### src/rtl/frame_reader.sv
// Raster-order frame buffer reader: walks the BRAM read port and streams the
// frame out as AXI4-Stream video (tuser = start of frame, tlast = end of line).
module frame_reader #(
   parameter int WIDTH     = 640,
   parameter int HEIGHT    = 480,
   parameter int BIT_WIDTH = 8,
   parameter int AW        = $clog2(WIDTH*HEIGHT)+1
) (
   input  logic                 clk,
   input  logic                 rst_n,
   input  logic                 start,
   output logic                 busy,
   output logic                 frame_done,
   output logic                 enb,
   output logic [AW-1:0]        addrb,
   input  logic [BIT_WIDTH-1:0] dob,
   output logic [BIT_WIDTH-1:0] m_axis_tdata,
   output logic                 m_axis_tvalid,
   input  logic                 m_axis_tready,
   output logic                 m_axis_tuser,
   output logic                 m_axis_tlast
);

   localparam int XW = (WIDTH > 1) ? $clog2(WIDTH) : 1;
   localparam logic [AW-1:0] LAST_ADDR = AW'(WIDTH*HEIGHT-1);
   localparam logic [XW-1:0] LAST_X    = XW'(WIDTH-1);

   typedef enum logic [1:0] {IDLE, RUN, DRAIN} state_t;

   state_t        state, state_next;
   logic [AW-1:0] addr;
   logic [XW-1:0] x;
   logic          pend, pend_sof, pend_eol;
   logic          load, issue, last_beat;

   // pend marks a pixel sitting on dob that has not yet moved to the output
   // register; a new read is only issued when that slot is free or draining.
   always_comb begin
      load       = pend & (!m_axis_tvalid | m_axis_tready);
      issue      = (state == RUN) & (!pend | load);
      last_beat  = (state == DRAIN) & m_axis_tvalid & m_axis_tready & !pend;
      state_next = state;
      case (state)
         IDLE:    if (start) state_next = RUN;
         RUN:     if (issue && addr == LAST_ADDR) state_next = DRAIN;
         DRAIN:   if (last_beat) state_next = IDLE;
         default: state_next = IDLE;
      endcase
   end

   assign enb   = issue;
   assign addrb = addr;
   assign busy  = (state != IDLE);

   always_ff @(posedge clk or negedge rst_n) begin
      if (!rst_n) begin
         state      <= IDLE;
         frame_done <= 1'b0;
         addr       <= '0;
         x          <= '0;
         pend       <= 1'b0;
         pend_sof   <= 1'b0;
         pend_eol   <= 1'b0;
      end else begin
         state      <= state_next;
         frame_done <= last_beat;
         pend       <= issue | (pend & !load);
         if (state == IDLE && start) begin
            addr <= '0;
            x    <= '0;
         end else if (issue) begin
            addr     <= (addr == LAST_ADDR) ? '0 : addr + AW'(1);
            x        <= (x == LAST_X) ? '0 : x + XW'(1);
            pend_sof <= (addr == '0);
            pend_eol <= (x == LAST_X);
         end
      end
   end

   always_ff @(posedge clk or negedge rst_n) begin
      if (!rst_n) begin
         m_axis_tdata  <= '0;
         m_axis_tvalid <= 1'b0;
         m_axis_tuser  <= 1'b0;
         m_axis_tlast  <= 1'b0;
      end else if (load) begin
         m_axis_tdata  <= dob;
         m_axis_tvalid <= 1'b1;
         m_axis_tuser  <= pend_sof;
         m_axis_tlast  <= pend_eol;
      end else if (m_axis_tready) begin
         m_axis_tvalid <= 1'b0;
      end
   end

endmodule
### config.mk
export PLATFORM = sky130hd
export DESIGN_NAME = frame_reader
export DESIGN_NICKNAME = d
export VERILOG_FILES = /design/src/rtl/frame_reader.sv
export SDC_FILE = /design/constraint.sdc
export NUM_CORES = 1
export LEC_CHECK = 0
export BUFFER_PORTS_ARGS = -buffer_cell sky130_fd_sc_hd__buf_2
export CAP_MARGIN = 30
export CORE_UTILIZATION = 40
export CTS_CLUSTER_SIZE = 10
export DETAILED_ROUTE_END_ITERATION = 12
export MAX_ROUTING_LAYER = met4
export PLACE_DENSITY = 0.63
export SLEW_MARGIN = 10
export SYNTH_ARGS = -nofsm -noshare
export SYNTH_HDL_FRONTEND = slang
export SYNTH_SLANG_ARGS = --single-unit
export TNS_END_PERCENT = 1
### constraint.sdc
create_clock -name clk -period 4.4 [get_ports clk]
set_input_delay 1.32 -clock clk [delete_from_list [all_inputs] [get_ports clk]]
set_output_delay 1.32 -clock clk [all_outputs]
set_load 0.03 [all_outputs]
## Word-level counts from Yosys, hierarchy flattened

Cells that the tools add are included.

| storage, ports and cells | value |
|---|---|
| register bits after elaboration | 47 |
| bits of input ports | 12 |
| output and inout port bits | 34 |
| word-level logic and storage cells | 54 |

| cells by class | value |
|---|---|
| $add $sub $neg | 2 |
| eq/ne operators | 7 |
| multiplexer cells | 12 |
| bitwise gates (word level) | 10 |
| reduce and logical (&&, ||, !) cells | 12 |

Operators with widths:

| operator | number |
|---|---|
| 20-bit two-way mux | 3 |
| 10-bit two-way mux | 3 |
| 20-bit by 1-bit adder with 20-bit output (second input constant) | 1 |
| 20-bit by 19-bit == test with 1-bit output (second input constant) | 1 |
| 20-bit zero test | 1 |
| 10-bit by 1-bit adder with 10-bit output (second input constant) | 1 |
| 10-bit == test (second input constant) | 1 |
| 1-bit bitwise AND | 6 |
| 2-bit two-way mux | 3 |
| 2-bit one-hot mux with 3 select lines | 1 |
| 2-bit nonzero test | 3 |
| 2-bit inequality test (second input constant) | 2 |
| 1-bit zero test | 3 |
| 1-bit OR | 3 |
| 3-bit AND reduction | 1 |
| 2-bit by 1-bit == test with 1-bit output (second input constant) | 1 |
| 2-bit == test (second input constant) | 1 |
| 1-bit logical AND | 2 |
| 2-bit zero test | 1 |
| 1-bit two-way mux | 2 |
| 2-bit by 1-bit inequality test with 1-bit output (second input constant) | 1 |
| 2-bit AND reduction | 1 |
| 1-bit inverter | 1 |

## Longest topological paths before layout

| depth | value |
|---|---|
| depth after elaboration | 8 |
| mapped depth | 7 |
| mapped depth without buffers | 6 |

## Worst setup path after synthesis

Ideal clock, no wire load.

| timing path | value |
|---|---|
| path type | input-to-output |
| start point | input m_axis_tready |
| end point | output enb |
| arrival | 1.953 ns |
| required time | 3.080 ns |
| path slack | 1.127 ns |
| stages | 4 |
| buffers on the path | 1 |
| cell sequence | nand3b_1 nand2b_1 clkbuf_1 inv_2 |

| on the way | value |
|---|---|
| cells in the longest elaborated chain, start to end | 4 |

RTL lines:

| what | line | RTL |
|---|---|---|
| start: declaration | 19 | `input logic m_axis_tready,` |
| 1-bit OR | 39 | `load = pend & (!m_axis_tvalid \| m_axis_tready);` |
| 1-bit bitwise AND | 39 |  |
| 1-bit OR | 40 | `issue = (state == RUN) & (!pend \| load);` |
| 1-bit bitwise AND | 40 |  |
| end: declaration | 14 | `output logic enb,` |

No other way between the ends.

## Worst setup path in the final report

Ends and elaborated chain as after synthesis.

==> summary.md <==
| Metric | Value |
|---|---|
| Final GP Congestion | about 0.81 |
| Layout net count | around 310 |
| Max Cap Violations | 0 |
| Post-synth cell types | 43 |
| Synth async-reset ratio | between 90% and 100% |
| Largest cells by area after synthesis | dfrtp_1 (50%), nand2_1 (5.2%), mux2_2 (5.2%) |
| WP data arrival | 2.12 ns |
| Sequential area share after synthesis | ~50% |
| Critical Path RT | roughly 3.1 ns |
| Commonest cells in the netlist | dfrtp_1 (47), nand2_1 (33), nand3_1 (21), nor2_1 (18), o21ai_0 (15) |
| Total core area | about 5600 um^2 |
| PortBufs | 45 |
| Final max-slew violation count | 0 |
| DRT iter0 DRCs | between 100 and 150 |
| Vias in the first global route | 1878 |
| CP Class | input pin to primary output |
| # rows | 27 |
| Peak supply drop | ~240 uV |
| Vias | ~2000 |
| H-tree Lvls | 2 |
| Clock transition at the registers of the reported paths | approximately 0.09 ns |
| Yosys Warn Count | 0 |
| Instance count of the mapped netlist | approximately 240 |
| Worst Setup Start Kind | input pin |
| Final Hold Fails | 0 |
| Synthesized net count | around 260 |
| Setup TNS | 0 ns |
| Placed Cells | approximately 360 |
| Outcome | finished, final reports clean |
| Die Span Y | 79.0 um |
| Largest area contributor in the synthesized netlist | dfrtp_1 |
| Initial Utilization | a little over two fifths |
| Via density | roughly 5.6 |
| Share of the synthesized area in the top cell type | between 40% and 50% |
| Power Internal | just under 0.7 mW |
| CTS sink cnt | 47 |
| HPWL Detailed | about 3.7 mm |
| Ports | 46 |
| Post-CTS setup buffers | 0 |
| Max clock buf depth | 2 |
| Post-cts resize count | 0 |
| Worst hold path type | register to register |
| First-pass GRT wire length | roughly 9.1 mm |
| Post-synth EDFFs | 0 |
| Final ANT Viol Nets | 0 |
| Die W | between 70 and 80 um |
| DP Worst Slack | between 0.9 and 1 ns |
| Clk pwr share | between 20% and 30% |
| Antenna fix cells | 0 |
| Pre-antenna DRT Iters | 4 |
| Synthesis-to-layout area growth | 16.7% |
| Final setup viols | 0 |
| Layout cells sized above 1 | approximately a quarter |
| CTS tree | built |
| Final worst setup slack | approximately 0.96 ns |
| Critical path's most frequent cell | buf_2 |
| Grt total ovfl | 0 |
| Worst Tran Pin Value | 0.742 ns |
| Total track usage | a little under 20% |
| Largest net degree at the start of global routing | 36 |
| Fill cells | 541 |
| Net switching fraction of the power | 34.6% |
| CP bufs+invs | 3 |
| Clock root cell | clkbuf_8 |
| Tmin final | roughly 3.4 ns |
| Critical Path End Type | primary output |
| Reg power frac | roughly half |
| Power Density | between 300 and 400 nW/um^2 |
| Fmax | 291 MHz |
| Max-slew headroom | 50.5% |
| Avg WL per Cell | approximately 15 um |
| Initial antenna violation count | 0 |
| Post-synth top flop | dfrtp_1 |
| Final worst-path cycle share | around 78% |
| Top delay family on crit path | buffers and inverters |
| Skew-Pair Late Insertion Delay | between 0.3 and 0.4 ns |
| Max stage delay on crit path | approximately 0.24 ns |
| Num CTS Buffers | 5 |
| Worst-path fanout max | 10 |
| RSZ-0062 raised after global routing | false |
| Cell with the most instances after synthesis | dfrtp_1 |
| Number of synthesized register bits | 47 |
| Die ar. | roughly 6200 um^2 |
| Net Switching | about 0.36 mW |
| Syn_area_per_cell | 9.75 um^2 |
| # DRC | 0 |
| Mapped cell area | ~2400 um^2 |
| CTS Hold Bufs | 0 |
| Gate power share | 22.7% |
| Static leakage | 1.25 nW |
| Layout Cells excl Fill | roughly 360 |
| CP cell instances | buf_2 > nand3b_1 > nand2b_1 > inv_2 > buf_2 |
| Setup Skew | 0.00831 ns |
| Slowest-stage cell, CP | buf_2 |
| Routed WL | between 5 and 6 mm |
==> power groups by stage <==
stage	Combinational (mW)	Sequential (mW)	Clock, mW
floorplan	0.0994	0.596	0
global placement	0.230	0.539	0
detailed placement	0.235	0.540	0
CTS	0.235	0.532	0.274
global route	0.259	0.541	0.296
finish	0.233	0.533	0.264
==> flip-flops by register name, summed over array words and instances (netlist names) <==
| signal | count |
|---|---|
| addrb | 20 |
| frame_done | 1 |
| m_axis_tdata | 8 |
| m_axis_tlast | 1 |
| m_axis_tuser | 1 |
| m_axis_tvalid | 1 |
| pend | 1 |
| pend_eol | 1 |
| pend_sof | 1 |
| state | 2 |
| x | 10 |
==> cells in the final DEF (no fill, tap or decap), types with 2 or more instances in the layout <==
| cell type | instances |
|---|---|
| ha_1 | 3 |
| and3_1 | 4 |
| nor3_2 | 2 |
| nor3_1 | 2 |
| nand3b_1 | 3 |
| o21ai_0 | 15 |
| dfrtp_1 | 47 |
| nor4_1 | 3 |
| a22o_1 | 3 |
| a21oi_1 | 11 |
| xnor2_1 | 2 |
| o31ai_1 | 2 |
| nand4_1 | 3 |
| nand3_1 | 21 |
| a31oi_1 | 10 |
| nor2_1 | 18 |
| a41oi_1 | 6 |
| buf_4 | 3 |
| nand2_1 | 33 |
| nand2b_1 | 5 |
| clkbuf_8 | 5 |
| buf_2 | 45 |
| mux2_2 | 11 |
| a21o_1 | 3 |
| mux2i_1 | 4 |
| clkinvlp_4 | 2 |
| inv_1 | 6 |
==> kinds of logic after synthesis <==
kind of cell               Yosys count  synth area share (%)
muxes                               15                  6.92
and+or+nand+nor                    103                  22.4
AOI/OAI and AO/OA                   56                  15.1
buffers and inverters               16                  3.22
adders and majority gates            3                  1.58
xor gates and xnor gates             3                  1.11
DFF                                 47                  49.7
==> through the flow <==
step | cell area (um^2) | utilization, % | total power [mW] | hold slack, ns
5_1_grt | 2770 | 49.3 | 1.10 | 0.516
6_report | 2770 | 49.3 | 1.03 | 0.488
3_5_place_dp | 2680 | 47.7 | 0.775 | 0.477
2_1_floorplan | 2370 | - | 0.695 | 0.439
3_3_place_gp | 2660 | 47.4 | 0.769 | 0.461
4_1_cts | 2770 | 49.3 | 1.04 | 0.500
==> path summary, 6_finish.rpt <==
path	depth (start not counted)	end	from	slack, ns
min in group asynchronous	1	m_axis_tdata[2]	rst_n	0.90
hold / removal	2	pend_sof	pend_sof	0.49
max in group asynchronous	2	addrb[3]	rst_n	3.01
setup reg to reg	7	addrb[16]	addrb[0]	1.98
setup / recovery	5	enb	m_axis_tready	0.96
hold reg to reg	2	pend_sof	pend_sof	0.49
==> per-layer routing <==
layer / track usage, % / up-vias / share of wire [%]
met2: 30.1 / 56 / 46
met3: 4.83 / 7 / 5.1
met5: - / - / 0
li1: - / 979 / -
met1: 26.2 / 1000 / 48
met4: 4.91 / 0 / 0.98
==> final cells by class <==
class                           count  area (um^2)  area share (%)
Clock buffer                        5         68.8            2.49
Clock inverter                      3         20.0           0.724
Inverter                            7         26.3           0.950
Multi-Input combinational cell    180         1120            40.4
Sequential cell                    47         1180            42.5
Tap cell                           72         90.1            3.26
Timing Repair Buffer               49          268            9.68
==> worst register-to-register path: cells and delay by family, from the launching register on <==
kind                       cells  cell delay (ns)
AOI/OAI and AO/OA              3             0.60
DFF                            1             0.44
and+or+nand+nor                2             0.76
buffers and inverters          1             0.27
adders and majority gates      1             0.24
Note: power is estimated with default switching activity, not from simulation.
